[src/rtl/clk_mon_pkg.sv]
// -----------------------------------------------------------------------------
// clk_mon_pkg
// Shared definitions for the divided-clock ratio monitor:
//   - mon_state_e : monitor FSM state encoding (3 bits)
//   - DEF_CNT_W, DEF_LOCK_COUNT, DEF_TOL : default parameter values
// -----------------------------------------------------------------------------
package clk_mon_pkg;

   localparam int unsigned DEF_CNT_W      = 8;  // period counter / port width
   localparam int unsigned DEF_LOCK_COUNT = 4;  // consecutive matches to lock
   localparam int unsigned DEF_TOL        = 1;  // allowed |measured - expected|

   typedef enum logic [2:0] {
      ST_IDLE    = 3'd0,
      ST_ARM     = 3'd1,
      ST_MEASURE = 3'd2,
      ST_LOCKED  = 3'd3,
      ST_FAULT   = 3'd4
   } mon_state_e;

endpackage : clk_mon_pkg

[src/rtl/sync_2ff.sv]
// -----------------------------------------------------------------------------
// sync_2ff
// Generic 1-bit two-flop synchronizer for bringing an asynchronous level
// into the clk domain.
// Ports:
//   clk   : destination clock
//   rst_n : asynchronous active-low reset (both flops clear to 0)
//   i_d   : asynchronous input level
//   o_q   : synchronized level, two clk edges of latency
// -----------------------------------------------------------------------------
module sync_2ff (
   input  logic clk,
   input  logic rst_n,
   input  logic i_d,
   output logic o_q
);

   logic r_meta;
   logic r_sync;

   // NOTE: sequential state always uses non-blocking assignments so both
   // flops sample their inputs from the same edge instead of collapsing
   // into a single stage.
   always_ff @(posedge clk or negedge rst_n) begin
      if (!rst_n) begin
         r_meta <= 1'b0;
         r_sync <= 1'b0;
      end else begin
         r_meta <= i_d;
         r_sync <= r_meta;
      end
   end

   assign o_q = r_sync;

endmodule : sync_2ff

[src/rtl/clk_ratio_monitor.sv]
// -----------------------------------------------------------------------------
// clk_ratio_monitor
// Receive-side self-check for a divided clock. Measures the period of div_in
// in clk cycles, compares it against exp_period (+/- TOL), declares lock
// after LOCK_COUNT consecutive matches and flags a sticky fault on a
// mismatch while locked or when no edge arrives before the counter saturates.
//
// Ports:
//   clk          : fast reference clock, all logic on posedge
//   reset        : asynchronous active-low reset
//   enable       : 1 = run, 0 = return to IDLE on the next edge
//   div_in       : divided clock under test (asynchronous to clk)
//   exp_period   : expected period in clk cycles, sampled at each edge event
//   period       : last measured period
//   period_valid : one-cycle pulse when period updates
//   locked       : input matches the expected period
//   fault        : sticky mismatch / timeout indication
//   timeout      : sticky, counter saturated without an edge
//   min_period   : smallest period seen since leaving IDLE (stats build only)
//   max_period   : largest period seen since leaving IDLE (stats build only)
//
// Build option: define CLK_RATIO_MON_STATS_EN to add min_period/max_period.
// -----------------------------------------------------------------------------
module clk_ratio_monitor
   import clk_mon_pkg::*;
#(
   parameter int unsigned CNT_W      = DEF_CNT_W,
   parameter int unsigned LOCK_COUNT = DEF_LOCK_COUNT,
   parameter int unsigned TOL        = DEF_TOL
) (
   input  logic             clk,
   input  logic             reset,
   input  logic             enable,
   input  logic             div_in,
   input  logic [CNT_W-1:0] exp_period,
   output logic [CNT_W-1:0] period,
   output logic             period_valid,
   output logic             locked,
   output logic             fault,
   output logic             timeout
`ifdef CLK_RATIO_MON_STATS_EN
   ,
   output logic [CNT_W-1:0] min_period,
   output logic [CNT_W-1:0] max_period
`endif
);

   localparam int unsigned      MATCH_W = $clog2(LOCK_COUNT + 1);
   localparam logic [CNT_W-1:0] CNT_MAX = {CNT_W{1'b1}};

   // ---------------------------------------------------------------------
   // Synchronizer and rising-edge detect
   // ---------------------------------------------------------------------
   logic w_sync;
   logic r_hist;
   logic w_rise;

   sync_2ff u_sync (
      .clk   (clk),
      .rst_n (reset),
      .i_d   (div_in),
      .o_q   (w_sync)
   );

   always_ff @(posedge clk or negedge reset) begin
      if (!reset) r_hist <= 1'b0;
      else        r_hist <= w_sync;
   end

   assign w_rise = w_sync & ~r_hist;

   // ---------------------------------------------------------------------
   // State, counters and compare
   // ---------------------------------------------------------------------
   mon_state_e         r_state;
   mon_state_e         w_state_nxt;
   logic [CNT_W-1:0]   r_cnt;
   logic [MATCH_W-1:0] r_match_cnt;
   logic [CNT_W-1:0]   r_period;
   logic               r_period_valid;
   logic               r_timeout;

   logic               w_active;     // ARM, MEASURE or LOCKED
   logic               w_measuring;  // MEASURE or LOCKED
   logic               w_measure;    // this edge records a period
   logic               w_sat;        // saturated with no edge: timeout
   logic [CNT_W:0]     w_cnt_ext;
   logic [CNT_W:0]     w_exp_ext;
   logic [CNT_W:0]     w_abs_diff;
   logic               w_match;
   logic               w_match_last;

   assign w_measuring = (r_state == ST_MEASURE) || (r_state == ST_LOCKED);
   assign w_active    = w_measuring || (r_state == ST_ARM);
   assign w_measure   = enable && w_rise && w_measuring;
   // An edge arriving together with saturation is a measurement, not a timeout.
   assign w_sat       = w_active && (r_cnt == CNT_MAX) && !w_rise;

   // One extra bit so the difference cannot underflow.
   assign w_cnt_ext    = {1'b0, r_cnt};
   assign w_exp_ext    = {1'b0, exp_period};
   assign w_abs_diff   = (w_cnt_ext >= w_exp_ext) ? (w_cnt_ext - w_exp_ext)
                                                  : (w_exp_ext - w_cnt_ext);
   assign w_match      = (w_abs_diff <= (CNT_W + 1)'(TOL));
   assign w_match_last = (r_match_cnt == MATCH_W'(LOCK_COUNT - 1));

   // FSM: state register
   always_ff @(posedge clk or negedge reset) begin
      if (!reset) r_state <= ST_IDLE;
      else        r_state <= w_state_nxt;
   end

   // FSM: next-state logic
   // NOTE: the default assignment at the top of a combinational block keeps
   // every path driven, so no latch is inferred for unlisted cases.
   always_comb begin
      w_state_nxt = r_state;
      if (!enable) begin
         w_state_nxt = ST_IDLE;
      end else begin
         case (r_state)
            ST_IDLE: w_state_nxt = ST_ARM;
            ST_ARM: begin
               if (w_rise)     w_state_nxt = ST_MEASURE;
               else if (w_sat) w_state_nxt = ST_FAULT;
            end
            ST_MEASURE: begin
               if (w_rise) begin
                  if (w_match && w_match_last) w_state_nxt = ST_LOCKED;
               end else if (w_sat) begin
                  w_state_nxt = ST_FAULT;
               end
            end
            ST_LOCKED: begin
               if (w_rise) begin
                  if (!w_match) w_state_nxt = ST_FAULT;
               end else if (w_sat) begin
                  w_state_nxt = ST_FAULT;
               end
            end
            ST_FAULT: w_state_nxt = ST_FAULT;
            default:  w_state_nxt = ST_IDLE;
         endcase
      end
   end

   // FSM: outputs decoded from the registered state
   always_comb begin
      locked = (r_state == ST_LOCKED);
      fault  = (r_state == ST_FAULT);
   end

   // Cycle counter: reload to 1 on an edge, saturate at all-ones.
   always_ff @(posedge clk or negedge reset) begin
      if (!reset) begin
         r_cnt <= '0;
      end else if (!enable || r_state == ST_IDLE) begin
         r_cnt <= '0;
      end else if (w_rise) begin
         r_cnt <= CNT_W'(1);
      end else if (r_cnt != CNT_MAX) begin
         r_cnt <= r_cnt + 1'b1;
      end
   end

   // Consecutive-match counter, only meaningful during acquisition.
   always_ff @(posedge clk or negedge reset) begin
      if (!reset) begin
         r_match_cnt <= '0;
      end else if (!enable || r_state == ST_IDLE) begin
         r_match_cnt <= '0;
      end else if (r_state == ST_MEASURE && w_rise) begin
         r_match_cnt <= w_match ? (r_match_cnt + 1'b1) : '0;
      end
   end

   // Measurement register and valid pulse; period holds between measurements.
   always_ff @(posedge clk or negedge reset) begin
      if (!reset) begin
         r_period       <= '0;
         r_period_valid <= 1'b0;
      end else begin
         r_period_valid <= w_measure;
         if (w_measure) r_period <= r_cnt;
      end
   end

   // Sticky timeout, cleared only by leaving to IDLE.
   always_ff @(posedge clk or negedge reset) begin
      if (!reset) begin
         r_timeout <= 1'b0;
      end else if (!enable || r_state == ST_IDLE) begin
         r_timeout <= 1'b0;
      end else if (w_sat) begin
         r_timeout <= 1'b1;
      end
   end

   assign period       = r_period;
   assign period_valid = r_period_valid;
   assign timeout      = r_timeout;

`ifdef CLK_RATIO_MON_STATS_EN
   // ---------------------------------------------------------------------
   // Min/max period statistics, updated with every measurement.
   // ---------------------------------------------------------------------
   logic [CNT_W-1:0] r_min_period;
   logic [CNT_W-1:0] r_max_period;

   always_ff @(posedge clk or negedge reset) begin
      if (!reset) begin
         r_min_period <= CNT_MAX;
         r_max_period <= '0;
      end else if (!enable || r_state == ST_IDLE) begin
         r_min_period <= CNT_MAX;
         r_max_period <= '0;
      end else if (w_measure) begin
         if (r_cnt < r_min_period) r_min_period <= r_cnt;
         if (r_cnt > r_max_period) r_max_period <= r_cnt;
      end
   end

   assign min_period = r_min_period;
   assign max_period = r_max_period;
`endif

endmodule : clk_ratio_monitor
[config.mk]
export PLATFORM = sky130hd
export DESIGN_NAME = clk_ratio_monitor
export DESIGN_NICKNAME = d
export VERILOG_FILES = /design/src/rtl/clk_mon_pkg.sv /design/src/rtl/sync_2ff.sv /design/src/rtl/clk_ratio_monitor.sv
export SDC_FILE = /design/constraint.sdc
export NUM_CORES = 1
export LEC_CHECK = 0
export BUFFER_PORTS_ARGS = -buffer_cell sky130_fd_sc_hd__buf_2
export CORE_ASPECT_RATIO = 1.75
export CORE_UTILIZATION = 40
export CTS_BUF_LIST = sky130_fd_sc_hd__clkbuf_8 sky130_fd_sc_hd__clkbuf_16
export DETAILED_ROUTE_END_ITERATION = 7
export PLACE_DENSITY = 0.63
export SLEW_MARGIN = 20
export SYNTH_ARGS = -nofsm -noshare
export SYNTH_HDL_FRONTEND = slang
export SYNTH_SLANG_ARGS = --single-unit
[constraint.sdc]
create_clock -name clk -period 3.1 [get_ports clk]
set_clock_uncertainty 0.15 [all_clocks]
set_input_delay 0.155 -clock clk [delete_from_list [all_inputs] [get_ports clk]]
set_output_delay 0.155 -clock clk [all_outputs]
set_load 0.02 [all_outputs]
## Word-level counts from Yosys, hierarchy flattened

Index checks and enable logic that the tools add are counted.

| operators by class | value |
|---|---|
| bitwise logic cells | 2 |
| muxes and demuxes | 17 |
| reduce and logical (&&, ||, !) cells | 16 |
| magnitude comparators | 2 |
| add/sub/neg operators | 4 |
| equality and inequality tests | 9 |

Operators with widths:

| kind | count |
|---|---|
| 3-bit two-way mux | 10 |
| 8-bit two-way mux | 3 |
| 8-bit by 8-bit subtractor with 9-bit output | 2 |
| 3-bit one-hot mux with 5 select lines | 1 |
| 3-bit by 2-bit equality test with 1-bit output, second input constant | 3 |
| 9-bit by 1-bit less-or-equal comparator with 1-bit output, second input constant | 1 |
| 9-bit two-way mux | 1 |
| 8-bit by 1-bit adder with 8-bit output, second input constant | 1 |
| 8-bit equality test, second input constant | 1 |
| 8-bit >= comparator | 1 |
| 4-bit != test, second input constant | 2 |
| 8-bit != test, second input constant | 1 |
| 1-bit logical AND | 6 |
| 2-bit nonzero test | 2 |
| 3-bit by 1-bit adder with 3-bit output, second input constant | 1 |
| 3-bit by 1-bit equality test with 1-bit output, second input constant | 1 |
| 3-bit equality test, second input constant | 1 |
| 3-bit zero test | 1 |
| 1-bit logical OR | 3 |
| 3-bit nonzero test | 1 |
| 1-bit zero test | 2 |
| 1-bit two-way mux | 2 |
| 2-bit AND reduction | 1 |
| 1-bit AND | 1 |
| 1-bit inverter | 1 |

| storage, ports and cells | value |
|---|---|
| logic and storage cells | 59 |
| input bits | 12 |
| register bits after elaboration | 27 |

## Logic depth before layout (Yosys ltp)

Gate-level depths: netlist of run 1.

| logic depth | value |
|---|---|
| depth after elaboration | 9 |
| depth in mapped cells | 11 |
| gate-level depth less buffers | 11 |

## Modules after synthesis

Synthesis of run 1 repeated with hierarchy kept, for this count alone.

| unflattened totals | value |
|---|---|
| cell total of the unflattened synthesis | 234 |
| area total of the unflattened synthesis | 2120.8 µm² |

By module, submodules not included:

| module | cells each | area an instance (µm²) | times used |
|---|---|---|---|
| clk_ratio_monitor | 232 | 2070.7 | 1 |
| sync_2ff | 2 | 50.0 | 1 |

## Worst setup path before layout of run 1

OpenSTA, ideal clock, no wires.

| timing | value |
|---|---|
| path kind | register to register |
| from | reg r_cnt[0] |
| to | reg r_state[2] |
| stages on the path, launching flop included | 12 |
| path slack | 0.509 ns |
| data required time | 2.863 ns |
| buffers on the path | 0 |
| arrival time | 2.355 ns |
| cell sequence | dfrtp_1 inv_1 ha_1 inv_1 fa_1 a21o_1 a21oi_2 o22ai_1 o211a_1 nor4b_4 a311o_1 a211oi_2 |

| between the ends | value |
|---|---|
| word-level cells in the longest chain between the ends | 7 |

RTL lines:

| element | line | source |
|---|---|---|
| from (decl) | clk_ratio_monitor.sv:77 | `logic [CNT_W-1:0] r_cnt;` |
| from (signal assigned) | clk_ratio_monitor.sv:162 | `r_cnt <= r_cnt + 1'b1;` |
| parallel branches: the longest is 7 deep, another holds 8-bit by 8-bit subtractor with 9-bit output | -- |  |
| to (signal assigned) | clk_ratio_monitor.sv:110 | `else r_state <= w_state_nxt;` |
| to (decl) | clk_ratio_monitor.sv:75 | `mon_state_e r_state;` |

Several ways; the timed one is not identified.
A chain may end at the register's enable or synchronous reset.

## Worst setup path after layout of run 1

| timing | value |
|---|---|
| from | reg r_cnt[0] |
| to | reg r_match_cnt[1] |

| between the ends | value |
|---|---|
| word-level cells in the longest chain between the ends | 6 |

RTL lines:

| element | line | source |
|---|---|---|
| 8-bit by 8-bit subtractor with 9-bit output, or another cell as far along | clk_ratio_monitor.sv:103 | `: (w_exp_ext - w_cnt_ext);` |
| 9-bit two-way mux (*) | clk_ratio_monitor.sv:102 | `assign w_abs_diff = (w_cnt_ext >= w_exp_ext) ? (w_cnt_ext - w_exp_ext)` |
| 9-bit by 1-bit less-or-equal comparator with 1-bit output (*) | clk_ratio_monitor.sv:104 | `assign w_match = (w_abs_diff <= (CNT_W + 1)'(TOL));` |
| 3-bit two-way mux (*) | clk_ratio_monitor.sv:173 | `r_match_cnt <= w_match ? (r_match_cnt + 1'b1) : '0;` |
| 3-bit two-way mux (*) | clk_ratio_monitor.sv:172 | `end else if (r_state == ST_MEASURE && w_rise) begin` |
| 3-bit two-way mux (*) | clk_ratio_monitor.sv:170 | `end else if (!enable \|\| r_state == ST_IDLE) begin` |
| to (signal assigned) | clk_ratio_monitor.sv:173 |  |
| to (decl) | clk_ratio_monitor.sv:78 | `logic [MATCH_W-1:0] r_match_cnt;` |

Every way passes the cells marked *; elsewhere a longest branch is shown, timed or not. The select of a mux whose other input is x is not followed.

==> results of run 1 <==
## flip-flops by register name, summed over array words and instances, names as in the netlist
register	count
r_hist	1
timeout	1
period	8
period_valid	1
r_match_cnt	3
r_cnt	8
u_sync.r_meta	1
r_state	3
u_sync.o_q	1
## kinds of logic after synthesis
logic type | Yosys count | share of synthesized area [%]
AO/OA/AOI/OAI | 74 | 23.98
adder cells (fa/ha/maj) | 21 | 13.87
flip-flops | 27 | 33.73
buffers and inverters | 35 | 7.432
XOR/XNOR | 6 | 2.624
AND/OR/NAND/NOR | 70 | 17.86
multiplexers | 1 | 0.4997
## cells in the final DEF (no fill, tap or decap), types with 2 or more instances in the layout
cell	Yosys	final
sky130_fd_sc_hd__o31ai_1	2	2
sky130_fd_sc_hd__clkbuf_8	0	3
sky130_fd_sc_hd__o22ai_1	2	2
sky130_fd_sc_hd__a31oi_1	9	9
sky130_fd_sc_hd__nor3_1	8	8
sky130_fd_sc_hd__nand4_1	4	4
sky130_fd_sc_hd__nand2_1	20	20
sky130_fd_sc_hd__fa_1	2	2
sky130_fd_sc_hd__nand3_1	6	6
sky130_fd_sc_hd__o211ai_1	2	2
sky130_fd_sc_hd__ha_1	19	19
sky130_fd_sc_hd__xnor2_1	3	3
sky130_fd_sc_hd__nand2b_1	3	3
sky130_fd_sc_hd__inv_1	26	27
sky130_fd_sc_hd__o21ai_0	22	22
sky130_fd_sc_hd__xor2_1	3	3
sky130_fd_sc_hd__a211oi_1	2	2
sky130_fd_sc_hd__buf_2	2	23
sky130_fd_sc_hd__o41ai_1	2	2
sky130_fd_sc_hd__nor2_1	16	16
sky130_fd_sc_hd__a21oi_1	13	13
sky130_fd_sc_hd__a21o_1	4	4
sky130_fd_sc_hd__nor2b_1	4	4
sky130_fd_sc_hd__o21a_1	2	2
sky130_fd_sc_hd__dlygate4sd3_1	0	3
sky130_fd_sc_hd__dfrtp_1	27	27
## final timing paths
| kind | slack, ns | start | endpoint | depth (start not counted) |
|---|---|---|---|---|
| max | 0.15 | r_cnt[0] | r_match_cnt[1] | 11 |
| max in group asynchronous | 2.14 | reset | r_cnt[3] | 2 |
| min | 0.21 | u_sync.r_meta | u_sync.o_q | 0 |
| max reg2reg | 0.15 | r_cnt[0] | r_match_cnt[1] | 11 |
| min in group asynchronous | 0.27 | reset | period[1] | 2 |
| min reg2reg | 0.21 | u_sync.r_meta | u_sync.o_q | 0 |
## synth_stat cells, drive strengths merged (2+ instances only)
master  instances  share of area, %
o41ai           2              0.87
a31oi           9               2.8
o21ai          22               5.5
buf             5               1.8
ha             19                12
nand3           6               1.5
nand2b          3              0.94
fa              2               2.0
nor3            8               2.0
o22ai           2              0.62
o211ai          2              0.75
a21o            4               1.5
inv            26               4.9
a21oi          14               3.7
nand4           4               1.2
xnor2           3               1.3
nor2b           4               1.2
dfrtp          27                34
nand2          20               3.7
clkbuf          4              0.75
xor2            3               1.3
a211oi          3               1.4
nor2           16               3.0
o31ai           2              0.75
o21a            2              0.75
## metrics by stage
step / hold slack [ns] / setup slack [ns]
finish: 0.2082 / 0.1510
global route: 0.2135 / 0.04376
CTS: 0.2114 / 0.1812
detailed placement: 0.05349 / 0.1830
global placement: 0.05334 / 0.2234
floorplan: -0.2906 / 0.5086
## critical path, cell delays in order, from the launching register on
cell	delay [ns]
sky130_fd_sc_hd__dfrtp_1	0.43
sky130_fd_sc_hd__inv_1	0.11
sky130_fd_sc_hd__ha_1	0.17
sky130_fd_sc_hd__inv_1	0.06
sky130_fd_sc_hd__fa_1	0.40
sky130_fd_sc_hd__a21o_1	0.19
sky130_fd_sc_hd__a21oi_2	0.24
sky130_fd_sc_hd__o22ai_1	0.11
sky130_fd_sc_hd__o211a_1	0.23
sky130_fd_sc_hd__nor4b_4	0.14
sky130_fd_sc_hd__a31oi_1	0.39
sky130_fd_sc_hd__o21ai_0	0.18
## metal layers
layer	global-route usage, %	vias up	wire, um
li1	-	881	-
met1	19.81	808	1928
met2	38.05	41	2664
met3	1.221	18	87
met4	11.04	0	232
met5	0	-	0
## power groups by stage
stage	Clock, mW	Sequential [mW]	Combinational, mW
global placement	0	0.378	0.137
global route	0.206	0.374	0.156
floorplan	0	0.373	0.0980
detailed placement	0	0.379	0.136
finish	0.192	0.372	0.139
CTS	0.195	0.372	0.140
## final cells by class
type | count | area share [%]
inverter | 26 | 4.407
sequential | 27 | 30.51
multi-input combinational | 172 | 53.22
clock inverter | 1 | 0.1695
clock buffer | 3 | 1.864
tap | 52 | 2.938
timing repair buffer | 27 | 6.893
==> results.sh, run 1 <==
export IMPL_utilization_pct=46.64
export IMPL_detailed_router_iteration_count_before_antenna_repair=4
export IMPL_totalPowerFinal_uw=703.0
export IMPL_dp_hpwl_um=3933
export IMPL_synth_yosys_seq_area_share_pct=33.73
export IMPL_timing_critical_path_to_type="flip-flop"
export IMPL_grt_overflow=0
export IMPL_grt_first_pass_wirelength_um=8038
export IMPL_p_comb_share_pct=19.8
export IMPL_core_area_um2=4748
export IMPL_cts_buffers_inserted=3
export IMPL_switchingPower_uw=202.4
export IMPL_routed_via_density=5.675
export IMPL_fillerInstances=467
export IMPL_maximum_fanout_count_along_the_critical_path=5
export IMPL_n_antenna_cell=0
export IMPL_maximum_number_of_pins_on_one_net_before_global_route_repair=28
export IMPL_wire_per_inst_um=15.95
export IMPL_postSynth_topFlopCell="sky130_fd_sc_hd__dfrtp_1"
export IMPL_clock_tree_buffer_depth=2
export IMPL_std_cell_rows=33
export IMPL_timing_hold_worst_class="reg2reg"
export IMPL_layout_drive_gt1_share_pct=12.50
export IMPL_max_slew_violations=0
export IMPL_final_hold_violation_count=0
export IMPL_post_route_drc_count=0
export IMPL_drt_first_iter_violations=35
export IMPL_async_set_or_reset_flop_fraction_in_the_synthesized_netlist_pct=100.0
export IMPL_seq_power_share_pct=52.9
export IMPL_setup_viol_count_final=0
export IMPL_timing_setup_critical_path_class="reg2reg"
export IMPL_globalplace_congestion=0.9381
export IMPL_layoutNonFillerInstCount=308
export IMPL_power_frac_clock_pct=27.3
export IMPL_syn_num_nets=267
export IMPL_min_period_over_period_pct=95.13
export IMPL_yosysWarningCount=0
export IMPL_timing_setup_tns_ns=0
export IMPL_multi_input_area_um2=1179
export IMPL_initial_core_util_pct=42.19
export IMPL_wirelength_um=4912
export IMPL_internal_power_uw=500.7
export IMPL_tritoncts="yes"
export IMPL_synth_edf_count=0
export IMPL_grt_antenna_before_repair=0
export IMPL_maxCapViolations=0
export IMPL_design_die_area_um2=5306
export IMPL_result_of_the_run="complete, no violations"
export IMPL_postSynthRegisterBits=27
export IMPL_worstPathRequired_ns=3.08
export IMPL_setup_repair_after_global_routing_missed_its_margin="false"
export IMPL_htreeDepth=1
export IMPL_grtUsageTotal_pct=19.33
export IMPL_synthCells=234
export IMPL_vdd_ir_drop_max_mv=0.3314
export IMPL_via_count_of_the_first_global_routing_pass=1751
export IMPL_fp_dieH_um=95.62
export IMPL_p_per_area_nw_per_um2=317.5
export IMPL_dpl_instance_area_um2=2140
export IMPL_post_cts_repair_setup_buffers=0
export IMPL_clkSinkCount=27
export IMPL_postRouteAntennaNets=0
export IMPL_p_leak_nw=1.062
export IMPL_clk_pin_slew_ns=0.09
export IMPL_vias=1748
export IMPL_worst_slew_margin_pct=56.66
export IMPL_synth_area_per_inst_um2=8.561
export IMPL_fin_area_um2=2215
export IMPL_worst_endpoint_arrival_ns=2.93
export IMPL_cts_root_buf="sky130_fd_sc_hd__clkbuf_8"
export IMPL_placed_cells_incl_taps=301
export IMPL_start_kind="flip-flop"
export IMPL_synthesis_area_um2=2003
export IMPL_period_minus_slack_ns=2.949
export IMPL_fmaxAchievable_ghz=0.3391
export IMPL_cts_resized=0
export IMPL_width_of_the_die_um=55.50
export IMPL_layout_area_seq_um2=675.6
export IMPL_place_port_buffers=23
export IMPL_areaGrowthSynthToFinish_pct=10.56
export IMPL_cts_hold_buffers=3
export IMPL_worstSkewPairLatency_ns=0.27
export IMPL_synth_lib_cells_used_distinct=51
export IMPL_netSwitchingFraction_pct=28.78
export IMPL_finish_net_count=290
export IMPL_tightestPinTransition_ns=0.6483
export IMPL_ios=24
No activity file was read; power rests on OpenSTA's default activity.
==> inputs of run 2 (changes only) <==
--- a/config.mk
+++ b/config.mk
@@ -6,11 +6,13 @@
 export NUM_CORES = 1
 export LEC_CHECK = 0
 export BUFFER_PORTS_ARGS = -buffer_cell sky130_fd_sc_hd__buf_2
+export CELL_PAD_IN_SITES_DETAIL_PLACEMENT = 0
+export CELL_PAD_IN_SITES_GLOBAL_PLACEMENT = 1
 export CORE_ASPECT_RATIO = 1.75
 export CORE_UTILIZATION = 40
 export CTS_BUF_LIST = sky130_fd_sc_hd__clkbuf_8 sky130_fd_sc_hd__clkbuf_16
 export DETAILED_ROUTE_END_ITERATION = 7
-export PLACE_DENSITY = 0.63
+export PLACE_DENSITY = 0.79
 export SLEW_MARGIN = 20
 export SYNTH_ARGS = -nofsm -noshare
 export SYNTH_HDL_FRONTEND = slang
==> run 2 against run 1 <==
Net effect: flip-flop and latch count did not move; maximum frequency rose by 2.2%; global-route usage rose by 0.37 points; sequential share of layout area fell by 0.22 points; clock-buffer cell count did not move; cell area rose by 0.73%; utilization rose by 0.34 points; combinational power barely moved; routed wire length rose by 1.1%; critical path depth fell by 2; largest cell class unchanged; largest power group unchanged.
==> results.sh, run 2 (synthesis results as in run 1) <==
export IMPL_post_cts_repair_setup_buffers=0
export IMPL_areaGrowthSynthToFinish_pct=11.37
export IMPL_critical_path_max_stage_delay_ns=0.44
export IMPL_finish_net_count=292
export IMPL_r2r_slack_ns=0.22
export IMPL_drt_first_iter_violations=69
export IMPL_final_hold_violation_count=0
export IMPL_max_slew_violations=0
export IMPL_power_frac_clock_pct=27.8
export IMPL_place_port_buffers=23
export IMPL_placed_cells_incl_taps=303
export IMPL_width_of_the_die_um=55.50
export IMPL_multi_input_area_um2=1180
export IMPL_post_route_drc_count=0
export IMPL_core_area_um2=4748
export IMPL_seq_power_share_pct=52.3
export IMPL_clkSinkCount=27
export IMPL_wirelength_um=4968
export IMPL_timing_setup_tns_ns=0
export IMPL_fillerInstances=484
export IMPL_switchingPower_uw=207.5
export IMPL_tritoncts="yes"
export IMPL_critical_path_reg2reg_startpoint="r_cnt[2]"
export IMPL_clk_pin_slew_ns=0.09
export IMPL_maximum_number_of_pins_on_one_net_before_global_route_repair=28
export IMPL_netSwitchingFraction_pct=29.24
export IMPL_postRouteAntennaNets=0
export IMPL_initial_core_util_pct=42.19
export IMPL_fmaxAchievable_ghz=0.3466
export IMPL_grtUsageTotal_pct=19.70
export IMPL_dp_hpwl_um=3993
export IMPL_globalplace_congestion=0.9581
export IMPL_most_used_cells_in_the_layout_excluding_fill_and_tap_cells="sky130_fd_sc_hd__inv_1 (27), sky130_fd_sc_hd__dfrtp_1 (27), sky130_fd_sc_hd__buf_2 (23), sky130_fd_sc_hd__o21ai_0 (22), sky130_fd_sc_hd__nand2_1 (20)"
export IMPL_worstSkewPairLatency_ns=0.27
export IMPL_timing_setup_critical_path_class="reg2reg"
export IMPL_clock_tree_buffer_depth=2
export IMPL_worst_slew_margin_pct=56.71
export IMPL_tightestPinTransition_ns=0.6475
export IMPL_ios=24
export IMPL_p_per_area_nw_per_um2=318.1
export IMPL_layoutNonFillerInstCount=310
export IMPL_grt_antenna_before_repair=0
export IMPL_setup_viol_count_final=0
export IMPL_internal_power_uw=502.1
export IMPL_cts_root_buf="sky130_fd_sc_hd__clkbuf_8"
export IMPL_routed_via_density=5.813
export IMPL_worst_setup_path_endpoint="r_match_cnt[1]"
export IMPL_start_kind="flip-flop"
export IMPL_layout_area_seq_um2=675.6
export IMPL_crit_chain="ha_1 > o21a_1 > o31a_1 > o22ai_1 > mux2i_1 > buf_4 > nor4b_4 > a31oi_1 > o21ai_0"
export IMPL_period_minus_slack_ns=2.885
export IMPL_grt_first_pass_wirelength_um=8162
export IMPL_fp_dieH_um=95.62
export IMPL_critical_path_slowest_cell="sky130_fd_sc_hd__dfrtp_1"
export IMPL_worst_setup_path_startpoint="r_cnt[2]"
export IMPL_layout_drive_gt1_share_pct=13.18
export IMPL_min_period_over_period_pct=93.06
export IMPL_worstReg2RegEnd="r_match_cnt[1]"
export IMPL_p_comb_share_pct=19.9
export IMPL_timing_critical_path_to_type="flip-flop"
export IMPL_setup_repair_after_global_routing_missed_its_margin="false"
export IMPL_worst_r2r_cell_count=9
export IMPL_maximum_fanout_count_along_the_critical_path=9
export IMPL_result_of_the_run="complete, no violations"
export IMPL_design_die_area_um2=5306
export IMPL_htreeDepth=1
export IMPL_grt_overflow=0
export IMPL_vias=1802
export IMPL_maxCapViolations=0
export IMPL_vdd_ir_drop_max_mv=0.3323
export IMPL_cts_buffers_inserted=3
export IMPL_std_cell_rows=33
export IMPL_n_antenna_cell=0
export IMPL_p_leak_nw=1.072
export IMPL_timing_hold_worst_class="reg2reg"
export IMPL_wire_per_inst_um=16.03
export IMPL_detailed_router_iteration_count_before_antenna_repair=4
export IMPL_worst_endpoint_arrival_ns=2.87
export IMPL_via_count_of_the_first_global_routing_pass=1718
export IMPL_worstPathRequired_ns=3.09
-- run 2: per-layer routing --
layer	up-vias	part of all wire, %	global-route usage [%]
li1	883	-	-
met1	866	37	20.39
met2	40	57	39.06
met3	13	2.2	1.221
met4	0	3.5	10.21
met5	-	0	0
-- run 2: final cells by class --
type / count / share of cell area, %
multi-input cells: 172 / 52.89
flip-flops and latches: 27 / 30.29
inverters: 26 / 4.375
well taps: 52 / 2.916
clock buffers: 3 / 1.851
repair buffers: 29 / 7.515
clock inverters: 1 / 0.1683
-- run 2: how the worst min path moves through the flow --
stage / from / end / slack (ns) / cells past startpoint
global placement: reset / period[1] / 0.05 / 1
floorplan: reset / period[0] / -0.29 / 0
detailed placement: reset / period[1] / 0.06 / 1
CTS: u_sync.r_meta / u_sync.o_q / 0.21 / 0
finish: u_sync.r_meta / u_sync.o_q / 0.21 / 0
global route: u_sync.r_meta / u_sync.o_q / 0.22 / 0
-- run 2: power groups by stage --
stage                     clock network, mW  logic (mW)  registers (mW)
final                                 0.197       0.141           0.371
after global routing                  0.213       0.158           0.373
after CTS                             0.198       0.141           0.371
after detailed placement                  0       0.137           0.378
after global placement                    0       0.139           0.378
after floorplan                           0      0.0980           0.373
-- run 2: what timing repair did --
item                                    in CTS  in global routing
gates resized for setup                      0                  1
endpoints found under the hold margin       29                  0
endpoints found under the setup margin       0                  1
hold buffers                                 3                  0
-- run 2: per-stage QoR --
step	setup slack (ns)	hold slack [ns]	utilization, %	total power [mW]	area, um2
after floorplan	0.5086	-0.2906	-	0.4713	2003
after global placement	0.2113	0.05007	45.38	0.5168	2155
after detailed placement	0.2249	0.05635	45.38	0.5155	2155
after CTS	0.1864	0.2103	46.96	0.7106	2230
after global routing	0.04247	0.2240	46.98	0.7439	2231
final	0.2150	0.2076	46.98	0.7096	2231
-- run 2: critical path: cells and delay by family, from the launching register on --
| family | cells | cell delay [ns] |
|---|---|---|
| DFF | 1 | 0.44 |
| AOI/OAI and AO/OA | 5 | 1.18 |
| adders and majority gates | 1 | 0.43 |
| muxes | 1 | 0.33 |
| buffers and inverters | 1 | 0.18 |
| and+or+nand+nor | 1 | 0.04 |
==> inputs of run 3 (changes only) <==
--- a/config.mk
+++ b/config.mk
@@ -12,6 +12,7 @@
 export CORE_UTILIZATION = 40
 export CTS_BUF_LIST = sky130_fd_sc_hd__clkbuf_8 sky130_fd_sc_hd__clkbuf_16
 export DETAILED_ROUTE_END_ITERATION = 7
+export MAX_ROUTING_LAYER = met4
 export PLACE_DENSITY = 0.79
 export SLEW_MARGIN = 20
 export SYNTH_ARGS = -nofsm -noshare
==> run 3 against run 2 <==
Net effect: global-route usage grew 0.57 points; register-to-register slack is essentially flat; first-iteration DRC count shrank 14%; via count shrank 0.17%; sequential share of layout area is the same; routed wire length shrank 0.40%; power shrank 0.21%; sequential power is essentially flat; cell area is the same; critical path type unchanged; critical endpoint unchanged.
==> results.sh, run 3 (synthesis results as in run 1) <==
export IMPL_timing_setup_tns_ns=0
export IMPL_grtUsageTotal_pct=20.27
export IMPL_grt_antenna_before_repair=0
export IMPL_critical_path_slowest_cell="sky130_fd_sc_hd__dfrtp_1"
export IMPL_via_count_of_the_first_global_routing_pass=1723
export IMPL_clkSinkCount=27
export IMPL_tritoncts="yes"
export IMPL_grt_first_pass_wirelength_um=8155
export IMPL_place_port_buffers=23
export IMPL_vias=1799
export IMPL_critPathTopFamily="compound AO/OA/AOI/OAI gates"
export IMPL_worstPathRequired_ns=3.09
export IMPL_most_used_cells_in_the_layout_excluding_fill_and_tap_cells="sky130_fd_sc_hd__inv_1 (27), sky130_fd_sc_hd__dfrtp_1 (27), sky130_fd_sc_hd__buf_2 (23), sky130_fd_sc_hd__o21ai_0 (22), sky130_fd_sc_hd__nand2_1 (20)"
export IMPL_cts_buffers_inserted=3
export IMPL_detailed_router_iteration_count_before_antenna_repair=4
export IMPL_utilization_pct=46.98
export IMPL_initial_core_util_pct=42.19
export IMPL_setup_repair_after_global_routing_missed_its_margin="false"
export IMPL_dpl_instance_area_um2=2155
export IMPL_cts_root_buf="sky130_fd_sc_hd__clkbuf_8"
export IMPL_final_hold_violation_count=0
export IMPL_wirelength_um=4948
export IMPL_crit_chain="ha_1 > o21a_1 > o31a_1 > o22ai_1 > mux2i_1 > buf_4 > nor4b_4 > a31oi_1 > o21ai_0"
export IMPL_p_leak_nw=1.072
export IMPL_worst_r2r_cell_count=9
export IMPL_grt_overflow=0
export IMPL_maximum_number_of_pins_on_one_net_before_global_route_repair=28
export IMPL_timing_critical_path_to_type="flip-flop"
export IMPL_p_per_area_nw_per_um2=317.4
export IMPL_globalplace_congestion=0.9757
export IMPL_vdd_ir_drop_max_mv=0.3313
export IMPL_start_kind="flip-flop"
export IMPL_maxCapViolations=0
export IMPL_max_slew_violations=0
export IMPL_worstSetupPathDepth=9
export IMPL_finish_net_count=292
export IMPL_setup_viol_count_final=0
export IMPL_std_cell_rows=33
export IMPL_drt_first_iter_violations=59
export IMPL_dp_hpwl_um=3993
export IMPL_min_period_over_period_pct=92.71
export IMPL_width_of_the_die_um=55.50
export IMPL_clock_tree_buffer_depth=2
export IMPL_areaGrowthSynthToFinish_pct=11.37
export IMPL_core_area_um2=4748
export IMPL_layout_drive_gt1_share_pct=13.18
export IMPL_timing_hold_worst_path_depth=0
export IMPL_n_antenna_cell=0
export IMPL_tightestPinTransition_ns=0.6463
export IMPL_critical_path_max_stage_delay_ns=0.44
export IMPL_critical_path_buf_inv_count=1
export IMPL_fillerInstances=484
export IMPL_worst_endpoint_arrival_ns=2.86
export IMPL_period_minus_slack_ns=2.874
export IMPL_timing_setup_critical_path_class="reg2reg"
export IMPL_routed_via_density=5.803
export IMPL_design_die_area_um2=5306
export IMPL_result_of_the_run="complete, no violations"
export IMPL_fin_area_um2=2231
export IMPL_worst_slew_margin_pct=56.79
export IMPL_clk_pin_slew_ns=0.09
export IMPL_timing_hold_worst_class="reg2reg"
export IMPL_wire_per_inst_um=15.96
export IMPL_postRouteAntennaNets=0
export IMPL_maximum_fanout_count_along_the_critical_path=9
export IMPL_post_route_drc_count=0
export IMPL_worstSkewPairLatency_ns=0.27
export IMPL_ios=24
export IMPL_post_cts_repair_setup_buffers=0
export IMPL_htreeDepth=1
export IMPL_fp_dieH_um=95.62
export IMPL_fmaxAchievable_ghz=0.3480
[run 3: timing repair]
item                                    in CTS  in global routing
hold buffers                                 3                  0
gates resized for setup                      0                  1
endpoints found under the setup margin       0                  1
hold endpoints to repair                    29                  0
[run 3: worst reg2reg max path, stage by stage, from the launching register on]
cell and delay (ns):
sky130_fd_sc_hd__dfrtp_1 0.44, sky130_fd_sc_hd__ha_1 0.43, sky130_fd_sc_hd__o21a_1 0.23, sky130_fd_sc_hd__o31a_1 0.13, sky130_fd_sc_hd__o22ai_1 0.27, sky130_fd_sc_hd__mux2i_1 0.33, sky130_fd_sc_hd__buf_4 0.18, sky130_fd_sc_hd__nor4b_4 0.04
sky130_fd_sc_hd__a31oi_1 0.39, sky130_fd_sc_hd__o21ai_0 0.17
[run 3: area by class of cell]
class	count	area [um2]	share of cell area, %
well taps	52	65.06	2.916
inverters	26	97.59	4.375
clock buffers	3	41.29	1.851
multi-input cells	172	1180	52.89
flip-flops and latches	27	675.6	30.29
clock inverters	1	3.754	0.1683
repair buffers	29	167.7	7.515
[run 3: metrics by stage]
step                      setup WS [ns]  std cells  hold slack (ns)  total power [mW]
after floorplan                  0.5086        234          -0.2906            0.4713
after global routing            0.03773        310           0.2245            0.7434
after global placement           0.2113        303          0.05007            0.5168
final                            0.2260        310           0.2073            0.7081
after detailed placement         0.2249        303          0.05635            0.5155
after CTS                        0.1864        310           0.2103            0.7106
[run 3: power by group]
part	internal (mW)	switching, mW
clock	0.0888	0.107
sequential	0.360	0.0117
combinational	0.0537	0.0871
total	0.502	0.206
[run 3: final timing paths]
check	slack, ns	end	from
hold reg to reg	0.21	u_sync.o_q	u_sync.r_meta
max in group asynchronous	2.13	period[4]	reset
min in group asynchronous	0.27	period[1]	reset
setup reg to reg	0.23	r_match_cnt[1]	r_cnt[2]
hold / removal	0.21	u_sync.o_q	u_sync.r_meta
setup / recovery	0.23	r_match_cnt[1]	r_cnt[2]
[run 3: metal layers]
layer | share of wire [%] | routed length (um) | GRT usage, % | up-vias
met5 | 0 | 0 | - | -
met4 | 3.7 | 185 | 10.21 | 0
met3 | 2.9 | 144 | 1.221 | 13
met2 | 57 | 2813 | 39.36 | 46
met1 | 36 | 1805 | 20.14 | 856
li1 | - | - | - | 884
